<file path="src/rtl/cbrt_pkg.sv">
// Shared definitions for the cube-root feeder: default datapath width and FSM state type.
package cbrt_pkg;

  localparam int CBRT_DATA_W = 8;

  typedef enum logic [2:0] {
    ST_IDLE      = 3'd0,
    ST_ISSUE     = 3'd1,
    ST_WAIT_BUSY = 3'd2,
    ST_WAIT_DONE = 3'd3,
    ST_OUT       = 3'd4
  } state_e;

endpackage

</file>
<file path="src/rtl/sync_fifo.sv">
// Synchronous operand queue with occupancy count; DEPTH must be a power of two
// so the pointers wrap naturally.
module sync_fifo
  import cbrt_pkg::*;
#(
  parameter int  DEPTH  = 4,
  parameter int  DATA_W = CBRT_DATA_W,
  localparam int PTR_W  = (DEPTH > 1) ? $clog2(DEPTH) : 1,
  localparam int CNT_W  = $clog2(DEPTH + 1)
) (
  input  logic              clk,
  input  logic              rst,
  input  logic              push,
  input  logic [DATA_W-1:0] push_data,
  input  logic              pop,
  output logic [DATA_W-1:0] pop_data,
  output logic              full,
  output logic              empty,
  output logic [CNT_W-1:0]  count
);

  logic [DATA_W-1:0] mem_q [DEPTH];
  logic [PTR_W-1:0]  wr_ptr_q, wr_ptr_d;
  logic [PTR_W-1:0]  rd_ptr_q, rd_ptr_d;
  logic [CNT_W-1:0]  count_q, count_d;
  logic              do_push_s, do_pop_s;

  assign full      = (count_q == CNT_W'(DEPTH));
  assign empty     = (count_q == CNT_W'(0));
  assign count     = count_q;
  assign pop_data  = mem_q[rd_ptr_q];
  assign do_push_s = push && !full;
  assign do_pop_s  = pop && !empty;

  // Next pointers and occupancy
  always_comb begin
    wr_ptr_d = wr_ptr_q;
    rd_ptr_d = rd_ptr_q;
    count_d  = count_q;
    if (do_push_s) begin
      wr_ptr_d = wr_ptr_q + PTR_W'(1);
    end else begin
      wr_ptr_d = wr_ptr_q;
    end
    if (do_pop_s) begin
      rd_ptr_d = rd_ptr_q + PTR_W'(1);
    end else begin
      rd_ptr_d = rd_ptr_q;
    end
    case ({do_push_s, do_pop_s})
      2'b10:   count_d = count_q + CNT_W'(1);
      2'b01:   count_d = count_q - CNT_W'(1);
      default: count_d = count_q;
    endcase
  end

  // Pointer and count registers
  always_ff @(posedge clk) begin
    if (rst) begin
      wr_ptr_q <= PTR_W'(0);
      rd_ptr_q <= PTR_W'(0);
      count_q  <= CNT_W'(0);
    end else begin
      wr_ptr_q <= wr_ptr_d;
      rd_ptr_q <= rd_ptr_d;
      count_q  <= count_d;
    end
  end

  // Storage is left unreset; the count gates every read
  always_ff @(posedge clk) begin
    if (!rst && do_push_s) begin
      mem_q[wr_ptr_q] <= push_data;
    end
  end

endmodule

</file>
<file path="src/rtl/cbrt_feeder.sv">
// Feeds queued operands one at a time to an external cube-root core and hands
// results downstream in order. Optional CBRT_FEEDER_ECHO_EN adds res_x (operand echo).
module cbrt_feeder
  import cbrt_pkg::*;
#(
  parameter int DEPTH  = 4,
  parameter int DATA_W = CBRT_DATA_W
) (
  input  logic              clk,
  input  logic              rst,
  input  logic              in_valid,
  input  logic [DATA_W-1:0] in_data,
  output logic              in_ready,
  output logic              res_valid,
  output logic [DATA_W-1:0] res_data,
  input  logic              res_ready,
  output logic              core_start,
  output logic [DATA_W-1:0] core_x,
  input  logic              core_busy,
  input  logic [DATA_W-1:0] core_y,
  output logic [7:0]        jobs_done
`ifdef CBRT_FEEDER_ECHO_EN
  , output logic [DATA_W-1:0] res_x
`endif
);

  localparam int CNT_W = $clog2(DEPTH + 1);

  state_e            state_q, state_d;
  logic              core_start_q, core_start_d;
  logic [DATA_W-1:0] core_x_q, core_x_d;
  logic              res_valid_q, res_valid_d;
  logic [DATA_W-1:0] res_data_q, res_data_d;
  logic [7:0]        jobs_done_q, jobs_done_d;
`ifdef CBRT_FEEDER_ECHO_EN
  logic [DATA_W-1:0] res_x_q, res_x_d;
`endif

  logic              fifo_pop_s, fifo_full_s, fifo_empty_s, fifo_has_data_s;
  logic [DATA_W-1:0] fifo_data_s;
  logic [CNT_W-1:0]  fifo_count_s;

  sync_fifo #(.DEPTH(DEPTH), .DATA_W(DATA_W)) u_fifo (
    .clk       (clk),
    .rst       (rst),
    .push      (in_valid),
    .push_data (in_data),
    .pop       (fifo_pop_s),
    .pop_data  (fifo_data_s),
    .full      (fifo_full_s),
    .empty     (fifo_empty_s),
    .count     (fifo_count_s)
  );

  // A job is issued only when flag and count agree the queue holds data
  assign fifo_has_data_s = !fifo_empty_s && (fifo_count_s != CNT_W'(0));

  assign in_ready   = !fifo_full_s;
  assign res_valid  = res_valid_q;
  assign res_data   = res_data_q;
  assign core_start = core_start_q;
  assign core_x     = core_x_q;
  assign jobs_done  = jobs_done_q;
`ifdef CBRT_FEEDER_ECHO_EN
  assign res_x      = res_x_q;
`endif

  // Job sequencing: pop, start pulse, wait for busy rise and fall, hold result
  always_comb begin
    state_d      = state_q;
    core_start_d = 1'b0;
    core_x_d     = core_x_q;
    res_valid_d  = res_valid_q;
    res_data_d   = res_data_q;
    jobs_done_d  = jobs_done_q;
    fifo_pop_s   = 1'b0;
`ifdef CBRT_FEEDER_ECHO_EN
    res_x_d      = res_x_q;
`endif
    case (state_q)
      ST_IDLE: begin
        if (fifo_has_data_s) begin
          fifo_pop_s   = 1'b1;
          core_x_d     = fifo_data_s;
          core_start_d = 1'b1;
          state_d      = ST_ISSUE;
        end else begin
          state_d = ST_IDLE;
        end
      end
      ST_ISSUE: state_d = ST_WAIT_BUSY;
      ST_WAIT_BUSY: begin
        if (core_busy) begin
          state_d = ST_WAIT_DONE;
        end else begin
          state_d = ST_WAIT_BUSY;
        end
      end
      ST_WAIT_DONE: begin
        if (!core_busy) begin
          res_data_d  = core_y;
          res_valid_d = 1'b1;
`ifdef CBRT_FEEDER_ECHO_EN
          res_x_d     = core_x_q;
`endif
          state_d     = ST_OUT;
        end else begin
          state_d = ST_WAIT_DONE;
        end
      end
      ST_OUT: begin
        if (res_ready) begin
          res_valid_d = 1'b0;
          jobs_done_d = jobs_done_q + 8'd1;
          state_d     = ST_IDLE;
        end else begin
          state_d = ST_OUT;
        end
      end
      default: state_d = ST_IDLE;
    endcase
  end

  // State and output registers
  always_ff @(posedge clk) begin
    if (rst) begin
      state_q      <= ST_IDLE;
      core_start_q <= 1'b0;
      core_x_q     <= DATA_W'(0);
      res_valid_q  <= 1'b0;
      res_data_q   <= DATA_W'(0);
      jobs_done_q  <= 8'd0;
`ifdef CBRT_FEEDER_ECHO_EN
      res_x_q      <= DATA_W'(0);
`endif
    end else begin
      state_q      <= state_d;
      core_start_q <= core_start_d;
      core_x_q     <= core_x_d;
      res_valid_q  <= res_valid_d;
      res_data_q   <= res_data_d;
      jobs_done_q  <= jobs_done_d;
`ifdef CBRT_FEEDER_ECHO_EN
      res_x_q      <= res_x_d;
`endif
    end
  end

endmodule

</file>
<file path="config.mk">
export PLATFORM = sky130hd
export DESIGN_NAME = cbrt_feeder
export DESIGN_NICKNAME = d
export VERILOG_FILES = /design/src/rtl/cbrt_pkg.sv /design/src/rtl/sync_fifo.sv /design/src/rtl/cbrt_feeder.sv
export SDC_FILE = /design/constraint.sdc
export NUM_CORES = 1
export LEC_CHECK = 0
export CORE_ASPECT_RATIO = 0.7
export CORE_UTILIZATION = 47
export CTS_CLUSTER_SIZE = 12
export DETAILED_ROUTE_END_ITERATION = 10
export PLACE_DENSITY = 0.75
export SLEW_MARGIN = 5
export SYNTH_ARGS = -nofsm -noshare
export SYNTH_HDL_FRONTEND = slang
export SYNTH_SLANG_ARGS = --single-unit
export TNS_END_PERCENT = 20
</file>
<file path="constraint.sdc">
create_clock -name clk -period 2.4 [get_ports clk]
set_input_delay 0.72 -clock clk [delete_from_list [all_inputs] [get_ports clk]]
set_output_delay 0.72 -clock clk [all_outputs]
set_load 0.02 [all_outputs]
</file>
==> results.md, run 1 <==
* Status: complete, no violations
* First-pass GRT wire length at 8420 µm
* RSZ-0062 raised after global routing: no
* Routability cong. at approximately 0.75
* Starting Density at 0.502
* Final setup TNS at 0 ns
* Syn Std Cell Area at approximately 2700 µm²
* Die ar. at a little over 6000 µm²
* Maximum capacitance violations at 0
* Worst-Margin Slew at 0.679 ns
* Startpoint Class: flop
* Overall Global Routing Usage at 0.186
* Worst hold margin at 0.459 ns
* Worst Setup End Kind: flop
* Most numerous cell in the Yosys netlist: dfxtp_1
* Max FO, Critical Path at 5
* Syn_nets at 253
* Layout fillers at 408
* Number of synthesized flops with an enable pin at 32
* Clock power frac at 0.277
* TritonCTS clock tree: built
* Number of global-route vias before repair at 1747
* Synth Register Bits at 68
* Top post-synthesis cells by area: edfxtp_1, dfxtp_1, mux4_2
* Net Sw Frac at 0.310
* Skew-Pair Late Insertion Delay at 0.34 ns
* Die extent in y at roughly 65 µm
* H-tree Lvls at 3
* Synth area leader: edfxtp_1
* Synth Area per Inst at ~12 µm²
* Relative slew slack at 0.547
* Sequential share of power at 0.422
* Pint at between 2000 and 3000 µW
* Layout area overhead at 32.5%
* Row cnt at 22
* Share of layout cells above drive strength 1 at 0.134
* # setup viols final at 0
* Antenna viol nets, final at 0
* Total gr overflow at 0
* Switch Pwr at between 1000 and 1500 µW
* Ys flop type: dfxtp_1
* Clock-pin transition on the worst setup and hold timing paths at 0.07 ns
* Max Root-Sink Buffers at 2
* TritonCTS sink count at approximately 70
* DR vias/cell at ~5.2
* Async S/R FF share, synth at 0
* HPWL after DPL at 3570 µm
* Largest net degree at the start of global routing at 40
* HP Class: flop to flop
* Highest Clock Rate at around 0.44 GHz
* Final hold viol count at 0
* Buffers added on ports at 47
* PwrDens at a little over 1000 nW/µm²
* Most instantiated cells after synthesis: dfxtp_1, edfxtp_1, a21oi_1, nand2_1, o21ai_0
* Die width at 92.7 µm
* Distinct cells, synth at 35
* Placeable Area at approximately 5400 µm²
* Initial antenna violation count at 0
* Mapped Cells at 225
* Worst vdd ir at ~0.00048 V
* Fin crit share at 0.942
* Clock Skew at about 0.0059 ns
* Combinational power share at 0.300
* Final wirelength at 5070 µm
* Slew Limit Fails at 0
* Crit Path Category: flop to flop
* P_leak at 0.00123 µW
* IO Count at 48
* Multi-input gate area at between 900 and 1000 µm²
* Top-area cell type share of the netlist area at 0.355
* FF+latch area at between 1500 and 2000 µm²
* Drt first pass iters at 4
* N_diodes at 0
* Final min period at approximately 2.3 ns
* Data arrival time of the critical path at between 2 and 3 ns
* Yosys warnings at 0
* Avg WL per Cell at around 14 µm
* CTS root buffer: clkbuf_8
* Sequential share of the synthesized area at 0.621
* Clock buffer count from CTS at 9
* 1st-iter DRT viols at approximately 150
* # nets final at between 300 and 400
* Worst Path Required at around 2.7 ns
* Hold_buf cts at 0
* Drt drc at 0
* Total number of vias at approximately 1900
layout make-up:
class,count,share of cell area
clock inverters,6,0.0248
inverters,8,0.00837
flip-flops and latches,68,0.469
multi-input cells,138,0.264
repair buffers,60,0.173
clock buffers,10,0.0356
well taps,72,0.0251
per-layer routing:
layer	GRT usage	wire length, µm
met5	0	0
met4	0.0635	53
met3	0.0729	307
met2	0.269	2280
met1	0.257	2430
logic make-up after synthesis:
group                    share of synthesized area
XOR/XNOR                                   0.00971
AND/OR/NAND/NOR                              0.135
buffers and inverters                       0.0287
multiplexers                                0.0823
AO/OA/AOI/OAI                               0.0878
flip-flops                                   0.621
adder cells (fa/ha/maj)                     0.0351
power groups by stage:
| stage | logic [µW] | registers, µW | clock network (µW) |
|---|---|---|---|
| floorplan | 645 | 1580 | 0 |
| global placement | 1080 | 1560 | 0 |
| detailed placement | 1100 | 1560 | 0 |
| CTS | 1100 | 1540 | 1030 |
| global route | 1210 | 1570 | 1080 |
| finish | 1090 | 1540 | 1010 |
critical path, cell delays in order, from the launching register on:
cell	delay, ns
dfxtp_1	0.36
or3_1	0.42
nand2_1	0.12
inv_1	0.08
ha_1	0.23
fa_1	0.38
xnor2_1	0.14
or3_1	0.30
a21oi_1	0.15
state kept, by name, indices dropped and copies added, names as in the netlist:
name and cells:
res_data 8, u_fifo.wr_ptr_q 2, core_start 1, state_q 3, u_fifo.mem_q 32, u_fifo.rd_ptr_q 2, jobs_done 8, core_x 8
res_valid 1, u_fifo.count 3
stage by stage:
step / power, µW / setup slack, ns / instance area [µm²] / instances / utilization
2_1_floorplan: 2220 / 0.128 / 2710 / 225 / -
3_3_place_gp: 2630 / -0.0572 / 3370 / 346 / 0.624
3_5_place_dp: 2660 / -0.0974 / 3370 / 346 / 0.624
4_1_cts: 3670 / 0.00515 / 3580 / 362 / 0.664
5_1_grt: 3850 / 0.00243 / 3590 / 362 / 0.665
6_report: 3640 / 0.139 / 3590 / 362 / 0.665
cell usage in the layout, fill, tap and decap left out, drive strengths merged, types with 2 or more instances in the layout:
cell | Yosys | layout
mux2i | 2 | 2
ha | 6 | 6
clkinv | 0 | 2
clkdlybuf4s50 | 0 | 46
nor3 | 4 | 4
edfxtp | 32 | 32
a21oi | 26 | 26
mux2 | 2 | 2
xor2 | 2 | 2
nor2 | 12 | 12
nand4bb | 2 | 2
nor4 | 2 | 2
clkinvlp | 0 | 2
inv | 8 | 8
nand2 | 22 | 22
and2 | 4 | 4
mux4 | 8 | 8
o21ai | 15 | 15
clkbuf | 8 | 10
buf | 3 | 13
or3 | 7 | 7
dfxtp | 36 | 36
nand3 | 13 | 13
bufinv | 0 | 2
worst paths after layout:
kind                        start               to  slack, ns  cells after the start
hold / removal        res_data[7]      res_data[7]       0.46                      2
setup reg to reg  u_fifo.count[0]  u_fifo.count[2]       0.14                      8
setup / recovery  u_fifo.count[0]  u_fifo.count[2]       0.14                      8
hold reg to reg       res_data[7]      res_data[7]       0.46                      2
what timing repair did:
item                                   CTS  global route
endpoints found under the hold margin    0             0
buffers inserted                         0             0
setup endpoints to repair                0             1
gates resized for setup                  0             1
No activity file was read; power rests on OpenSTA's default activity.
==> run 2, diff against run 1 <==
Settings changed: CORE_UTILIZATION 47 to 45, PLACE_DENSITY 0.75 to 0.73.
==> run 2 against run 1 <==
Against the previous run:
- cell area shrank 0.80%
- power shrank 3.0%
- die area grew 4.3%
- clock skew grew 0.0038 ns
- first-iteration DRC count shrank 29%
- combinational power is essentially flat
- non-clock buffer count shrank 2
- global-route usage shrank 1.3 points
- sequential share of layout area grew 0.41 points
- worst hold slack lost 0.0025 ns
- critical path depth is the same
- largest power group unchanged
==> results.md, run 2 (same netlist as run 1, synthesis figures left out) <==
* Status: complete, no violations (unchanged)
* Worst-Margin Slew at 0.661 ns (was 0.679 ns)
* Total gr overflow at 0 (unchanged)
* P_leak at 0.00123 µW (about the same)
* Die extent in y at 66.9 µm (was 65.5 µm)
* H-tree Lvls at 3 (unchanged)
* Largest net degree at the start of global routing at 40 (unchanged)
* IO Count at 48 (unchanged)
* # nets final at 311 (was 313)
* Number of global-route vias before repair at 1660 (was 1747)
* Data arrival time of the critical path at 2.52 ns (about the same)
* Slew Limit Fails at 0 (unchanged)
* Multi-input gate area at 952 µm² (was 947 µm²)
* TritonCTS clock tree: built (unchanged)
* Hold_buf cts at 0 (unchanged)
* GRT Max-Usage Layer: met2 (unchanged)
* Total number of vias at 1885 (was 1879)
* Startpoint Class: flop (unchanged)
* Crit Path Category: flop to flop (unchanged)
* Drt first pass iters at 4 (unchanged)
* Layout fillers at 481 (was 408)
* Total chip power at 3530 µW (was 3640 µW)
* Final hold viol count at 0 (unchanged)
* Clock-pin transition on the worst setup and hold timing paths at 0.07 ns (about the same)
* Layout area overhead at 31.4% (was 32.5%)
* Skew-Pair Late Insertion Delay at 0.33 ns (was 0.34 ns)
* TritonCTS sink count at 68 (unchanged)
* HP Class: flop to flop (unchanged)
* Die width at 94.7 µm (was 92.7 µm)
* Antenna viol nets, final at 0 (unchanged)
* First-pass GRT wire length at 8000 µm (was 8420 µm)
* Placeable Area at 5760 µm² (was 5400 µm²)
* Share of layout cells above drive strength 1 at 0.139 (was 0.134)
* Routability cong. at 0.751 (was 0.754)
* N_diodes at 0 (unchanged)
* Area after DPL at 3360 µm² (was 3370 µm²)
* Row cnt at 23 (was 22)
* Met3 Track Usage GR at 0.0479 (was 0.0729)
* Worst Setup End Kind: flop (unchanged)
* RSZ-0062 raised after global routing: no (unchanged)
* Met1 usage at 0.228 (was 0.257)
* Die ar. at 6330 µm² (was 6070 µm²)
* DR vias/cell at 5.19 (about the same)
* Final wirelength at 5110 µm (was 5070 µm)
* PwrDens at 993 nW/µm² (was 1020 nW/µm²)
* Initial antenna violation count at 0 (unchanged)
* Commonest non-fill, non-tap cell in the layout: clkdlybuf4s50_1 (unchanged)
* Starting Density at 0.470 (was 0.502)
* Maximum capacitance violations at 0 (unchanged)
* Drt drc at 0 (unchanged)
* Relative slew slack at 0.559 (was 0.547)
* Highest Clock Rate at 0.443 GHz (was 0.442 GHz)
* Post-layout instance area at 3560 µm² (was 3590 µm²)
* 1st-iter DRT viols at 109 (was 153)
* Buffers added on ports at 47 (unchanged)
* Final min period at 2.26 ns (about the same)
* Max FO, Critical Path at 5 (unchanged)
* Worst Path Required at 2.66 ns (about the same)
* HPWL after DPL at 3460 µm (was 3570 µm)
* Overall Global Routing Usage at 0.173 (was 0.186)
* FF+latch area at 1680 µm² (about the same)
* Fin crit share at 0.940 (was 0.942)
* Max Root-Sink Buffers at 2 (unchanged)
* Worst vdd ir at 0.000551 V (was 0.000478 V)
* Met2 Use GR at 0.265 (was 0.269)
* Most frequent cells in the layout: clkdlybuf4s50_1, dfxtp_1, edfxtp_1 (unchanged)
* Number of flip-flops in the largest register at 32 (unchanged)
* Avg WL per Cell at 14.1 µm (was 14.0 µm)
* Most flops, register: u_fifo.mem_q (unchanged)
* Clock Skew at 0.00969 ns (was 0.00589 ns)
* # setup viols final at 0 (unchanged)
* Clock buffer count from CTS at 9 (unchanged)
* CTS root buffer: clkbuf_8 (unchanged)
run 2: cell types whose count changed in the layout (fill, tap and decap cells not counted), moves of 2 or more:
| cell | previous run | this run |
|---|---|---|
| clkinv_2 | 1 | 4 |
| buf_4 | 9 | 7 |
| bufinv_16 | 2 | 0 |
| clkbuf_8 | 9 | 11 |
| clkinvlp_4 | 2 | 0 |
run 2: timing repair:
item,4_1_cts,5_1_grt
endpoints found under the setup margin,1,1
gates resized for setup,2,1
endpoints found under the hold margin,0,0
setup buffers,0,0
run 2: final cells by class:
type,instances,area share
sequential,68,0.473
multi-input combinational,138,0.268
timing repair buffer,58,0.169
clock buffer,12,0.0496
tap,75,0.0264
inverter,8,0.00844
clock inverter,4,0.00563
run 2: report_power, final:
part           switching [µW]  internal, µW  total [µW]
registers                 166          1370        1540
clock network             408           487         895
logic                     552           546        1100
run 2: final timing paths:
check	startpoint	to	slack [ns]	cells past startpoint
min reg2reg	res_data[3]	res_data[3]	0.46	2
max	u_fifo.count[1]	u_fifo.count[2]	0.14	8
min	res_data[3]	res_data[3]	0.46	2
max reg2reg	u_fifo.count[1]	u_fifo.count[2]	0.14	8
run 2: through the flow:
step	hold slack, ns	cells	util	TNS, ns	worst slack (ns)
2_1_floorplan	0.474	225	-	0	0.128
3_5_place_dp	0.447	347	0.583	-0.178	-0.178
5_1_grt	0.471	363	0.618	0	0.00279
4_1_cts	0.463	363	0.618	0	0.108
6_report	0.457	363	0.618	0	0.143
3_3_place_gp	0.442	347	0.583	-0.119	-0.119
run 2: worst max-delay path: stages (launching register included):
cell     delay, ns
dfxtp_1       0.37
or3_1         0.40
nand2_1       0.13
inv_1         0.09
ha_1          0.23
fa_1          0.38
xnor2_1       0.14
or3_1         0.30
a21oi_1       0.15
run 2: routing by layer:
| metal | routed length, µm | vias up |
|---|---|---|
| met1 | 2460 | 896 |
| met4 | 42 | 0 |
| met3 | 249 | 4 |
| li1 | - | 937 |
| met2 | 2360 | 48 |
| met5 | 0 | - |
==> RTL change 1: new RTL, config.mk and constraints of run 1 <==
The package constant `CBRT_DATA_W` goes from 8 to 12.
--- a/src/rtl/cbrt_pkg.sv
+++ b/src/rtl/cbrt_pkg.sv
@@ -3,3 +3,3 @@
 
-  localparam int CBRT_DATA_W = 8;
+  localparam int CBRT_DATA_W = 12;
 
Ports: changed (resized core_x, core_y, in_data and res_data); port bits go from 48 to 64. No check against the original RTL was run, so the function may have changed too.
==> RTL change 1 against run 1 <==
- cell count is 29% higher
- via count is 31% higher
- wire length is 46% higher
- sequential cell count is 24 higher
- global-route usage is 0.79 points higher
- worst setup slack better by 0.064 ns
- design area is 29% higher
- synthesized cell count is 28% higher
- combinational power is 39% higher
- maximum frequency is 2.9% higher
- total power is 20% higher
- synthesized area is 33% higher
- die area is 32% higher
- register-to-register slack better by 0.12 ns
==> RTL change 1: results <==
export IMPL_ys_flop_type="edfxtp_1"
export IMPL_cpLargestDelayFamily="buffers and inverters"
export IMPL_synth_fp_nets=323
export IMPL_num_vias=2463
export IMPL_status="completed"
export IMPL_grt_max_degree=25
export IMPL_multi_input_comb_cells=167
export IMPL_synth_common_cells="edfxtp_1 (48), dfxtp_1 (44), a21oi_1 (35)"
export IMPL_grtUsageMet3_pct=6.49
export IMPL_seqCellArea_mm2=0.00232
export IMPL_nNonClkInverters=11
export IMPL_n_fill_cell=613
export IMPL_synth_cells=287
export IMPL_use_met1_pct=27.3
export IMPL_final_cells=467
export IMPL_wirelength_um=7400
export IMPL_drtIter0Drc=130
export IMPL_p_leak_nw=1.54
export IMPL_place_area_mm2=0.00445
export IMPL_pre_cts_ws_ns=-0.0619
export IMPL_dp_cells=451
export IMPL_multi_input_area_mm2=0.00116
export IMPL_p_sw_mw=1.47
export IMPL_cp_arrival_ns=1.48
export IMPL_seq_cells=92
export IMPL_track_usage_pct=19.4
export IMPL_nNonClkBuffers=83
export IMPL_met2WireLength_um=3400
export IMPL_seq_area_frac_synth_pct=64.7
export IMPL_relSlewSlack_pct=54.6
export IMPL_slowest_delay_ns=0.39
export IMPL_m1WireLength_um=3620
export IMPL_post_cts_resize_count=1
export IMPL_route_met3_wl_um=331
export IMPL_grt_pass1_wl_um=11500
export IMPL_cp_slowest_cell="dfxtp_1"
export IMPL_grtUsageMet2_pct=29.1
export IMPL_final_nonclk_buf_share_pct=17.4
export IMPL_gp_congestion=0.735
export IMPL_clk_share_pct=3.68
export IMPL_top_register="u_fifo.mem_q"
export IMPL_p_sw_share_pct=33.5
export IMPL_synthTopCellsByArea="edfxtp_1 (40%), dfxtp_1 (25%), mux4_2 (7.5%)"
export IMPL_drive_gt1_share_pct=14.1
export IMPL_nNetsFinal=400
export IMPL_port_buffers=63
export IMPL_ir_drop_mv=0.479
export IMPL_dp_hpwl_um=5180
export IMPL_utilization_pct=62.9
export IMPL_num_tap_cells=98
export IMPL_p_comb_share_pct=34.5
export IMPL_grt_pass1_vias=2270
export IMPL_largest_reg_flops=48
export IMPL_skew_ns=0.00927
export IMPL_ys_warn_count=0
export IMPL_p_seq_share_pct=45.1
export IMPL_synth_edf_count=48
RTL change 1: cells by family (layout without fill, tap and decap cells):
family                     Yosys count  after routing  synth area share [%]
adders and majority gates            7              7                  2.65
xor gates and xnor gates             3              3                 0.733
muxes                               14             14                  8.13
DFF                                 92             92                  64.7
AOI/OAI and AO/OA                   60             60                  9.00
and+or+nand+nor                     83             83                  11.7
buffers and inverters               28            110                  3.03
RTL change 1: path summary, 6_finish.rpt:
| check | startpoint | endpoint | slack [ns] | cells after the start |
|---|---|---|---|---|
| setup / recovery | u_fifo.count[2]$_SDFFE_PP0P_ | in_ready | 0.20 | 3 |
| setup reg to reg | state_q[0]$_SDFF_PP0_ | u_fifo.count[2]$_SDFFE_PP0P_ | 0.26 | 9 |
| hold reg to reg | res_data[8]$_SDFFE_PP0P_ | res_data[8]$_SDFFE_PP0P_ | 0.46 | 2 |
| hold / removal | res_data[8]$_SDFFE_PP0P_ | res_data[8]$_SDFFE_PP0P_ | 0.46 | 2 |
==> RTL change 2: new RTL, flow settings as in run 1 <==
Without the edit above. The 5 states of `state_e` get a Gray code encoding in 3 bits.
--- a/src/rtl/cbrt_pkg.sv
+++ b/src/rtl/cbrt_pkg.sv
@@ -6,7 +6,7 @@
   typedef enum logic [2:0] {
-    ST_IDLE      = 3'd0,
-    ST_ISSUE     = 3'd1,
-    ST_WAIT_BUSY = 3'd2,
-    ST_WAIT_DONE = 3'd3,
-    ST_OUT       = 3'd4
+    ST_IDLE      = 3'b000,
+    ST_ISSUE     = 3'b001,
+    ST_WAIT_BUSY = 3'b011,
+    ST_WAIT_DONE = 3'b010,
+    ST_OUT       = 3'b110
   } state_e;
Behaviour: no difference found for any inputs over 10 cycles, from zero or initial values and one cycle with rst high; not proved beyond that.
==> RTL change 2 against run 1 <==
- design area grew 0.24%
- non-clock buffer count grew 3
- synthesized area grew 0.79%
- maximum frequency grew 3.8%
- worst hold slack lost 0.0054 ns
- cell count grew 1.7%
- utilization shrank 0.18 points
- total power shrank 4.1%
- critical path depth grew 1
- sequential cell count is the same
- wire length grew 6.8%
- worst setup slack gained 0.084 ns
- critical path type unchanged
- highest routed layer unchanged
==> RTL change 2: results <==
export IMPL_wl_per_cell_um=14.7
export IMPL_ys_types=36
export IMPL_status="completed"
export IMPL_setup_worst_path_end="u_fifo.count[2]$_SDFFE_PP0P_"
export IMPL_ir_drop_mv=0.547
export IMPL_drive_gt1_share_pct=14.5
export IMPL_startpoint="state_q[1]$_SDFF_PP0_"
export IMPL_ff2ff_path_depth=9
export IMPL_synth_fp_nets=257
export IMPL_grt_pass1_wl_um=9050
export IMPL_gp_congestion=0.766
export IMPL_grt_pass1_vias=1835
export IMPL_grt_max_degree=39
export IMPL_dp_hpwl_um=3790
export IMPL_cp_arrival_ns=2.45
export IMPL_drc=0
export IMPL_track_usage_pct=20.3
export IMPL_ys_warn_count=0
export IMPL_drtIter0Drc=145
export IMPL_num_vias=1974
export IMPL_relSlewSlack_pct=57.0
export IMPL_ff2ff_setup_slack_ns=0.22
export IMPL_seq_area_frac_synth_pct=61.7
export IMPL_cp_slowest_cell="dfxtp_1"
export IMPL_p_leak_nw=1.25
export IMPL_synth_edf_count=32
export IMPL_path_max_fanout=8
export IMPL_cts_buffers=9
export IMPL_diodes=0
export IMPL_skew_ns=0.00788
export IMPL_synth_common_cells="dfxtp_1 (36), edfxtp_1 (32), a21oi_1 (27)"
==> RTL change 2: cell count changes after synthesis, moves of 2 or more <==
cell      change
clkbuf_1      -3
inv_1         +2
nor2_1        -2
buf_1         +2
buf_2         +2
==> RTL change 2: worst min-delay path by stage <==
stage	from	end	slack [ns]	depth (start not counted)
after CTS	res_data[3]$_SDFFE_PP0P_	res_data[3]$_SDFFE_PP0P_	0.45	2
final	res_data[3]$_SDFFE_PP0P_	res_data[3]$_SDFFE_PP0P_	0.45	2
after floorplan	u_fifo.count[2]$_SDFFE_PP0P_	u_fifo.count[2]$_SDFFE_PP0P_	0.47	2
after global placement	res_data[3]$_SDFFE_PP0P_	res_data[3]$_SDFFE_PP0P_	0.44	2
after global routing	res_data[7]$_SDFFE_PP0P_	res_data[7]$_SDFFE_PP0P_	0.48	2
after detailed placement	res_data[3]$_SDFFE_PP0P_	res_data[3]$_SDFFE_PP0P_	0.45	2
==> RTL change 2: layout make-up <==
class	instances	area, um2
clock buffer	12	166
clock inverter	4	20.0
fill	409	1830
inverter	10	37.5
multi-input combinational	139	956
sequential	68	1680
tap	72	90.1
timing repair buffer	63	643
==> RTL change 2: per-stage QoR <==
stage	instance area [um2]	std cells	TNS, ns	power, mW	setup slack [ns]
floorplan	2730	229	0	2.17	0.164
global placement	3400	352	-0.0249	2.62	-0.0249
detailed placement	3400	352	-0.0698	2.65	-0.0698
CTS	3590	368	0	3.53	0.0174
global route	3590	368	0	3.72	0.0542
finish	3590	368	0	3.49	0.222
==> RTL change 2: cells by family after synthesis <==
kind of cell,count (synthesis),synth area share (%)
compound gates,49,9.82
xor+xnor,3,0.963
fa+ha+maj,7,3.49
buf+inv,22,3.49
flops,68,61.7
mux,10,7.39
simple gates,70,13.2
==> RTL change 2: per-layer routing <==
layer | share of wire (%) | up-vias | global-route usage (%)
li1 | - | 958 | -
met1 | 45 | 937 | 27.3
met2 | 48 | 71 | 30.7
met3 | 5.8 | 8 | 6.25
met4 | 1.4 | 0 | 8.08
met5 | 0 | - | 0
==> RTL change 2: timing repair <==
item                                    in CTS  in global routing
gates resized for setup                      1                  1
endpoints found under the setup margin       1                  1
setup buffers                                0                  0
cloned                                       0                  0
hold endpoints to repair                     0                  0
==> RTL change 2: worst max-delay path, delay by kind of cell (launching register included) <==
family                     cells  cell delay (ns)
AOI/OAI and AO/OA              1             0.13
xor gates and xnor gates       1             0.16
adders and majority gates      2             0.55
buffers and inverters          2             0.18
DFF                            1             0.39
and+or+nand+nor                3             0.70
==> RTL change 2: power by group <==
part / internal, mW / switching [mW] / total, mW
logic: 0.547 / 0.576 / 1.12
registers: 1.38 / 0.138 / 1.51
clock network: 0.460 / 0.395 / 0.855
total: 2.38 / 1.11 / 3.49
